`src/rtl/mem_arb_pkg.sv`:
```
// mem_arb_pkg: shared state encoding, access-type codes and default starvation bound for the d-cache port arbiter
package mem_arb_pkg;
  typedef enum logic [1:0] {
    IDLE     = 2'b00,
    BUSY_MEM = 2'b01,
    BUSY_WB  = 2'b10
  } state_e;
  localparam logic [1:0] RW_NONE = 2'b00;
  localparam logic [1:0] RW_RD   = 2'b01;
  localparam logic [1:0] RW_WR   = 2'b10;
  localparam logic [1:0] RW_RMW  = 2'b11;
  localparam logic [3:0] STARVE_MAX_DEF = 4'd6;
endpackage

```
`src/rtl/arb_starve_ctr.sv`:
```
// arb_starve_ctr: 4-bit wait counter saturating at max; clear wins over inc
module arb_starve_ctr (
  input  logic       clk,
  input  logic       clr,
  input  logic       inc,
  input  logic       clear,
  input  logic [3:0] max,
  output logic [3:0] cnt,
  output logic       sat
);
  assign sat = cnt == max;
  always_ff @(posedge clk or posedge clr)
    if (clr) cnt <= '0;
    else if (clear) cnt <= '0;
    else if (inc && cnt < max) cnt <= cnt + 4'd1;
endmodule

```
`src/rtl/dcache_port_arb.sv`:
```
// dcache_port_arb: arbitrates the single d-cache request port between the M stage and the WB store drain
module dcache_port_arb
  import mem_arb_pkg::*;
#(
  parameter logic [3:0] STARVE_MAX = STARVE_MAX_DEF,
  parameter int         ADDR_W     = 32,
  parameter int         DATA_W     = 64
) (
  input  logic              clk,
  input  logic              clr,
  input  logic              mem_valid,
  input  logic [ADDR_W-1:0] mem_addr,
  input  logic [1:0]        mem_rw,
  input  logic [1:0]        mem_size,
  input  logic [6:0]        mem_ptcid,
  output logic              mem_accept,
  input  logic              wb_valid,
  input  logic [ADDR_W-1:0] wb_addr,
  input  logic [DATA_W-1:0] wb_data,
  input  logic [1:0]        wb_size,
  input  logic [6:0]        wb_ptcid,
  input  logic              wb_urgent,
  output logic              wb_accept,
  input  logic              c_ready,
  output logic              c_req_valid,
  output logic              c_req_is_wb,
  output logic [ADDR_W-1:0] c_addr,
  output logic [DATA_W-1:0] c_data,
  output logic [1:0]        c_rw,
  output logic [1:0]        c_size,
  output logic [6:0]        c_ptcid,
  output logic              mem_stall
);
  state_e              r_state, w_state_nxt;
  logic [ADDR_W-1:0]   r_addr;
  logic [DATA_W-1:0]   r_data;
  logic [1:0]          r_rw, r_size;
  logic [6:0]          r_ptcid;
  logic                w_cap, w_mreq, w_both, w_sel_wb;
  logic [1:0]          w_src;
  logic [3:0]          w_wb_cnt, w_mem_cnt;
  logic                w_wb_sat, w_mem_sat;
  assign c_req_valid = r_state != IDLE;
  assign c_req_is_wb = r_state == BUSY_WB;
  assign c_addr      = r_addr;
  assign c_data      = r_data;
  assign c_rw        = r_rw;
  assign c_size      = r_size;
  assign c_ptcid     = r_ptcid;
  assign w_cap  = (r_state == IDLE) | (c_req_valid & c_ready);
  assign w_mreq = mem_valid & |mem_rw;
  assign w_both = w_mreq & wb_valid;
  // a saturated WB counter beats a saturated M counter; urgency only breaks an otherwise even tie
  assign w_sel_wb = w_both ? (w_wb_sat | (~w_mem_sat & wb_urgent)) : wb_valid;
  // src one-hot: [1]=WB, [0]=M; masked during reset so no accept leaks out
  assign w_src = {2{w_cap & ~clr}} & {wb_valid & w_sel_wb, w_mreq & ~w_sel_wb};
  assign mem_accept = w_src[0];
  assign wb_accept  = w_src[1];
  assign mem_stall  = mem_valid & ~mem_accept & ~clr;
  always_comb begin
    w_state_nxt = !w_cap ? r_state : w_src[1] ? BUSY_WB : w_src[0] ? BUSY_MEM : IDLE;
  end
  always_ff @(posedge clk or posedge clr)
    if (clr) r_state <= IDLE;
    else r_state <= w_state_nxt;
  always_ff @(posedge clk or posedge clr)
    if (clr) begin
      r_addr  <= '0;
      r_data  <= '0;
      r_rw    <= RW_NONE;
      r_size  <= '0;
      r_ptcid <= '0;
    end else if (|w_src) begin
      r_addr  <= w_src[1] ? wb_addr : mem_addr;
      r_data  <= w_src[1] ? wb_data : '0;
      r_rw    <= w_src[1] ? RW_WR : mem_rw;
      r_size  <= w_src[1] ? wb_size : mem_size;
      r_ptcid <= w_src[1] ? wb_ptcid : mem_ptcid;
    end
  arb_starve_ctr u_wb_ctr (
    .clk   (clk),
    .clr   (clr),
    .inc   (w_src[0] & wb_valid),
    .clear (w_src[1] | ~wb_valid),
    .max   (STARVE_MAX),
    .cnt   (w_wb_cnt),
    .sat   (w_wb_sat)
  );
  arb_starve_ctr u_mem_ctr (
    .clk   (clk),
    .clr   (clr),
    .inc   (w_src[1] & w_mreq),
    .clear (w_src[0] | ~w_mreq),
    .max   (STARVE_MAX),
    .cnt   (w_mem_cnt),
    .sat   (w_mem_sat)
  );
endmodule

```
`config.mk`:
```
export PLATFORM = sky130hd
export DESIGN_NAME = dcache_port_arb
export DESIGN_NICKNAME = d
export VERILOG_FILES = /design/src/rtl/mem_arb_pkg.sv /design/src/rtl/arb_starve_ctr.sv /design/src/rtl/dcache_port_arb.sv
export SDC_FILE = /design/constraint.sdc
export NUM_CORES = 1
export LEC_CHECK = 0
export BUFFER_PORTS_ARGS = -buffer_cell sky130_fd_sc_hd__buf_2
export CAP_MARGIN = 20
export CELL_PAD_IN_SITES_DETAIL_PLACEMENT = 1
export CELL_PAD_IN_SITES_GLOBAL_PLACEMENT = 1
export CORE_UTILIZATION = 33
export CTS_CLUSTER_SIZE = 16
export DETAILED_ROUTE_END_ITERATION = 8
export PLACE_DENSITY = 0.89
export SLEW_MARGIN = 20
export SYNTH_ARGS = -nofsm -noshare
export SYNTH_HDL_FRONTEND = slang
export SYNTH_SLANG_ARGS = --single-unit
```
`constraint.sdc`:
```
create_clock -name clk -period 5.75 [get_ports clk]
set_clock_uncertainty 0.15 [all_clocks]
set_input_delay 0.8625 -clock clk [delete_from_list [all_inputs] [get_ports clk]]
set_output_delay 0.8625 -clock clk [all_outputs]
set_load 0.05 [all_outputs]
```
==> summary.txt, run 1 <==
Yosys
  – Ys flop type: dfrtp_1
  – Yosys reg bits: 117
  – Syn Inst Count: 354
  – Warning count from the yosys run: 0
  – Post-synth EDFFs: 0
  – Post-synth top area share: 61.8%
  – Syn Area/Cell: 13.4 sq um
  – Mux cell area share after synthesis: 0.211%
  – Post-synthesis sequential area ratio: 61.8%
  – Synth Cell Area: 4740 sq um
  – Most frequent cells after synthesis: dfrtp_1, a22o_1, a221o_1, and2_1, buf_2
  – Main combinational cell family by area after synthesis: compound AO/OA/AOI/OAI gates
  – Syn nets: 512
  – Yosys cell types: 39
  – Dominant cell type by area after synthesis: dfrtp_1
  – Count leader, synth: dfrtp_1
  – Top cells by area, synth: dfrtp_1, a22o_1, a221o_1
  – Fraction of registers with async set/reset: 100%
  – XOR/XNOR Fraction of Synth Area: 0%
  – Adder-Cell Fraction of Synth Area: 1.06%
  – Synth Area in Compound Gates: 24.4%
  – Post-Synth Simple-Gate Area: 8.74%

Clocking
  – Clock root buffer: clkbuf_16
  – Longest Clk Path Bufs: 2
  – CTS clk-pin slew, worst paths: 0.05 ns
  – # Post-CTS Setup Buffers: 0
  – Clk_lat worst skew: 0.41 ns
  – Post-cts gate resize count: 0
  – # H-tree levels: 4
  – TritonCTS clock tree: built
  – Cts hold-fix bufs: 0
  – TritonCTS buffer count: 17
  – Clk sink count: 117

Setup path
  – Reg2Reg Launch Point: u_mem_ctr.cnt[0]$_DFFE_PP0P_
  – Worst path slowest cell: nor2_4
  – WP data required: 4.74 ns
  – Crit path DAT: 2.78 ns
  – Top Family by Delay on Critical Path: simple AND/OR/NAND/NOR gates
  – Setup crit end kind: output port
  – Worst path cell trace: inv_1, ha_1, and3b_1, o2111ai_2, nor2_4, buf_2
  – Worst path bufs/invs: 2
  – Worst path max stage delay: 0.86 ns
  – Worst setup path category: reg -> out
  – Worst Path Max Fanout: 45
  – Type of origin of the critical path: flip-flop
  – Worst Setup SP: u_mem_ctr.cnt[0]$_DFFE_PP0P_

STA
  – Setup violators final: 0
  – Setup_tns: 0 ns
  – Final period utilization: 65.9%
  – Unrepaired setup endpoints after global routing: no
  – Count of final max-slew check failures: 0
  – Achievable Freq: 264 MHz
  – Final Hold Viols: 0
  – Tightest Pin Transition: 1.18 ns
  – Worst slew margin: 21.4%
  – Shortest period the worst path allows: 3.79 ns

Global route
  – Largest net degree at the start of global routing: 109
  – GRT Util Overall: 19.5%
  – Vias in the first global route: 4293
  – Remaining Overflow, GRT: 0
  – Initial antenna violation count: 0
  – First-pass GRT wire length: 22000 um

Floorplan
  – I/O pin total: 266
  – DIE HEIGHT: 122 um
  – Core ar.: 13900 sq um
  – Initial Util: 34.0%
  – Die W: 122 um
  – Die ar.: 14800 sq um
  – Row count: 43

Cells and area
  – Layout cells sized above 1: 49.0%
  – Area growth from synthesis to layout: 42.8%
  – Diode count: 0
  – Fin util: 48.6%
  – Layout net count: 773
  – # fillers: 1586

Placement
  – DPL Wire Length: 10100 um
  – Placer congestion estimate: 0.865
  – IO buf count: 265

Power
  – Pwr dens: 439 nW/um^2
  – LEAKAGE: 3.57 nW
  – Worst VDD drop: 197 uV

Routing
  – Routed wire length: 14400 um
  – DRC Markers: 0
  – DR iter-0 viols: 173
  – Average wire per standard cell: 17.8 um
  – ANT nets after route: 0
  – Via count: 4186
  – Via density per instance: 5.18
  – DR pass1 iterations: 4

Min path
  – Hold Crit Start: c_data[54]$_DFFE_PP0P_
  – Worst min-delay path class: reg -> reg

Run
  – Number of max-cap violations: 0

Outcome
  – Status: finished clean
==> where the power goes <==
group / internal (mW) / leakage [nW] / switching [mW]
combinational: 0.252 / 1.79 / 0.665
clock: 0.647 / 0.272 / 0.375
sequential: 0.954 / 1.50 / 0.0743
total: 1.85 / 3.57 / 1.11
==> cell families after synthesis <==
logic type,count (synthesis)
simple gates,67
flops,117
compound gates,129
fa+ha+maj,4
buf+inv,36
mux,1
==> area by class of cell <==
type	count	area, sq um	area share (%)
clock buffer	20	447	6.60
clock inverter	12	131	1.94
inverter	9	36.3	0.536
tap	180	225	3.33
sequential	117	2930	43.3
timing repair buffer	269	1360	20.0
multi-input combinational	201	1640	24.3
==> placed cells by master (no fill, tap or decap), types with 2 or more instances in the layout <==
cell / instances
a21o_1: 2
a21oi_1: 6
a221o_1: 41
a22o_1: 64
and2_1: 41
buf_2: 265
buf_4: 4
bufinv_16: 2
clkbuf_1: 2
clkbuf_16: 17
clkinv_2: 3
clkinv_4: 3
clkinvlp_4: 4
dfrtp_1: 117
ha_1: 4
inv_1: 8
nand2_1: 4
nor2_1: 3
nor2b_1: 4
o21ai_0: 4
o31ai_1: 2
or2_2: 2
or3_1: 2
or4_1: 3
==> stage by stage <==
stage                     hold WS, ns  cell area [sq um]  setup WS, ns  power, mW  cells
after floorplan                 0.334               4740         0.256       1.70    354
after global placement          0.332               6190          2.10       1.93    776
after detailed placement        0.335               6190          2.00       1.96    776
after CTS                       0.352               6770          1.95       3.00    808
after global routing            0.366               6770          1.81       3.09    808
final                           0.348               6770          1.96       2.97    808
==> path summary, 6_finish.rpt <==
path | to | slack (ns) | depth (start not counted)
max | mem_accept | 1.96 | 6
max reg2reg | c_data[45]$_DFFE_PP0P_ | 2.92 | 7
min reg2reg | c_data[54]$_DFFE_PP0P_ | 0.35 | 1
min in group asynchronous | r_state[0]$_DFFE_PP0N_ | 0.40 | 2
max in group asynchronous | c_data[12]$_DFFE_PP0P_ | 3.74 | 3
min | c_data[54]$_DFFE_PP0P_ | 0.35 | 1
==> flip-flops by register name, indices dropped and copies added (netlist names) <==
signal	cells
c_rw	2
r_state	2
c_addr	32
c_ptcid	7
u_mem_ctr.cnt	4
c_size	2
c_data	64
u_wb_ctr.cnt	4
==> routing by layer <==
metal	GRT usage [%]	part of all wire, %	vias up
li1	-	-	1886
met3	5.48	7.9	23
met5	0	0	-
met4	8.87	2.0	0
met1	23.1	41	2067
met2	32.9	50	210
Note: power is estimated with default switching activity, not from simulation.
==> run 2: changes to the inputs <==
==> constraint.sdc (replaced) <==
create_clock -name clk -period 3.7 [get_ports clk]
set_clock_uncertainty 0.15 [all_clocks]
set_input_delay 0.555 -clock clk [delete_from_list [all_inputs] [get_ports clk]]
set_output_delay 0.555 -clock clk [all_outputs]
set_load 0.05 [all_outputs]
==> run 2 against run 1 <==
- clock power rose by 64%
- flip-flop and latch count unchanged
- clock-buffer cell count rose by 3
- critical path depth up 1
- total power increased by 58%
- non-clock buffer count grew 1
- die area stayed put
- utilization is 0.27 points higher
- worst setup slack got worse by 1.1 ns
- hold slack lost 0.13 ns
- register-to-register slack got worse by 1.8 ns
- critical endpoint is now mem_stall
- highest routed layer unchanged
==> summary.txt, run 2 (same netlist as run 1, synthesis figures left out) <==
Floorplan
  – Die ar.: 14800 sq um (unchanged)
  – DIE HEIGHT: 122 um (unchanged)
  – Initial Util: 34.0% (unchanged)
  – Die W: 122 um (unchanged)
  – I/O pin total: 266 (unchanged)
  – Core ar.: 13900 sq um (unchanged)
  – Row count: 43 (unchanged)

Placement
  – DPL Wire Length: 10300 um (+1.1%)
  – Dpl cell area: 6200 sq um (+0.14%)
  – IO buf count: 265 (unchanged)
  – Placer congestion estimate: 0.792 (-8.4%)
  – Dpl ws: 0.924 ns (-1.07 ns)

Routing
  – Routed wire length: 14800 um (+2.7%)
  – Via density per instance: 5.16 (-0.34%)
  – ANT nets after route: 0 (unchanged)
  – Average wire per standard cell: 18.3 um (+2.6%)
  – DRC Markers: 0 (unchanged)
  – DR pass1 iterations: 4 (unchanged)
  – Via count: 4177 (-0.22%)
  – DR iter-0 viols: 184 (+6.4%)

Global route
  – First-pass GRT wire length: 22600 um (+2.9%)
  – Remaining Overflow, GRT: 0 (unchanged)
  – Largest net degree at the start of global routing: 109 (unchanged)
  – GRT Util Overall: 20.0% (+0.42 points)
  – Initial antenna violation count: 0 (unchanged)
  – Vias in the first global route: 4362 (+1.6%)

Cells and area
  – Most common cell after layout, fill and taps aside: buf_2
  – Fin util: 48.8% (+0.27 points)
  – Max reg flops: 64 (unchanged)
  – Most frequent cells in the layout: buf_2, dfrtp_1, a22o_1
  – Design area: 6800 sq um (+0.55%)
  – Diode count: 0 (unchanged)
  – Area growth from synthesis to layout: 43.6%
  – Layout net count: 774 (+0.13%)
  – Layout cells sized above 1: 49.0% (-0.078 points)

Clocking
  – Clk_lat worst skew: 0.41 ns (about the same)
  – Clock root buffer: clkbuf_16
  – Post-cts gate resize count: 0 (unchanged)
  – CTS clk-pin slew, worst paths: 0.06 ns (about the same)
  – Cts hold-fix bufs: 0 (unchanged)
  – Clk sink count: 117 (unchanged)
  – Longest Clk Path Bufs: 2 (unchanged)
  – # Post-CTS Setup Buffers: 0 (unchanged)
  – TritonCTS clock tree: built
  – TritonCTS buffer count: 17 (unchanged)
  – # H-tree levels: 4 (unchanged)

Power
  – Internal: 2.98 mW (+61%)
  – Psw: 1.71 mW (+54%)
  – Clk network pwr share: 35.5% (+1.1 points)
  – LEAKAGE: 3.59 nW (+0.65%)
  – Pwr dens: 690 nW/um^2 (+57%)
  – Worst VDD drop: 286 uV (+45%)
  – Sw Share: 36.5% (-1.0 points)
  – Combinational power share: 30.4% (-0.5 points)
  – Flop pwr share: 34.0% (-0.7 points)

Setup path
  – WP data required: 2.99 ns (-1.75 ns)
  – Crit path DAT: 2.15 ns (-0.63 ns)
  – Worst Path Max Fanout: 7 (-84%)
  – Type of origin of the critical path: flip-flop
  – Setup crit end kind: output port
  – Worst setup path category: reg -> out

STA
  – Count of final max-slew check failures: 0 (unchanged)
  – Setup_tns: 0 ns (unchanged)
  – Shortest period the worst path allows: 2.86 ns
  – Worst slew margin: 30.0% (+8.7 points)
  – Final Hold Viols: 0 (unchanged)
  – Tightest Pin Transition: 1.05 ns (-0.130 ns)
  – Final WS setup: 0.843 ns (-1.12 ns)
  – Achievable Freq: 350 MHz
  – Setup violators final: 0 (unchanged)
  – Unrepaired setup endpoints after global routing: no
  – Final period utilization: 77.2%
  – Final hold slack: 0.221 ns (-0.127 ns)

Outcome
  – Status: finished clean

Min path
  – Worst min-delay path class: in -> reg

Run
  – Number of max-cap violations: 0 (unchanged)
[run 2: cell types whose count changed in the layout (fill, tap and decap cells not counted)]
| cell | previous run | this run |
|---|---|---|
| clkbuf_8 | 1 | 3 |
| clkinv_4 | 3 | 0 |
| inv_4 | 1 | 0 |
| buf_6 | 0 | 1 |
| clkbuf_1 | 2 | 3 |
| bufinv_16 | 2 | 3 |
| clkinvlp_4 | 4 | 3 |
| clkinv_2 | 3 | 4 |
[run 2: layout make-up]
type | instances | area [sq um]
clock buffer | 23 | 478
clock inverter | 9 | 125
fill | 1555 | 7130
inverter | 9 | 37.5
multi-input combinational | 201 | 1640
sequential | 117 | 2930
tap | 180 | 225
timing repair buffer | 270 | 1370
[run 2: worst paths after layout]
check / from / to / slack, ns / depth (start not counted)
worst max-delay path: u_mem_ctr.cnt[0]$_DFFE_PP0P_ / mem_stall / 0.84 / 7
max in group asynchronous: clr / c_data[32]$_DFFE_PP0P_ / 2.59 / 3
min in group asynchronous: clr / u_wb_ctr.cnt[0]$_DFFE_PP0P_ / 0.27 / 3
worst max register to register: u_mem_ctr.cnt[0]$_DFFE_PP0P_ / c_data[54]$_DFFE_PP0P_ / 1.13 / 7
worst min-delay path: wb_data[15] / c_data[15]$_DFFE_PP0P_ / 0.22 / 2
worst min register to register: c_data[33]$_DFFE_PP0P_ / c_data[33]$_DFFE_PP0P_ / 0.35 / 1
[run 2: worst max-delay path, cell delays in order (launching register included)]
cell and delay [ns]:
dfrtp_1 0.40, inv_1 0.07, ha_1 0.19, and3b_1 0.19, o2111ai_2 0.39, nor2_4 0.11, nor2b_1 0.12, buf_2 0.27
[run 2: routing by layer]
metal	part of all wire, %	track usage (%)	up-vias
met5	0	0	-
met4	2.2	8.87	0
met3	7.7	5.66	26
met2	49	33.9	215
met1	41	23.4	2059
li1	-	-	1877
[run 2: power groups by stage]
stage,Combinational [mW],Clock [mW],Sequential (mW)
after global placement,1.40,0,1.60
after CTS,1.44,1.71,1.60
after floorplan,0.340,0,2.31
after global routing,1.50,1.76,1.62
after detailed placement,1.44,0,1.61
final,1.43,1.67,1.60
[run 2: per-stage QoR]
stage	total power [mW]	cells
CTS	4.75	809
floorplan	2.65	354
finish	4.70	809
global route	4.88	809
detailed placement	3.05	777
global placement	3.00	777
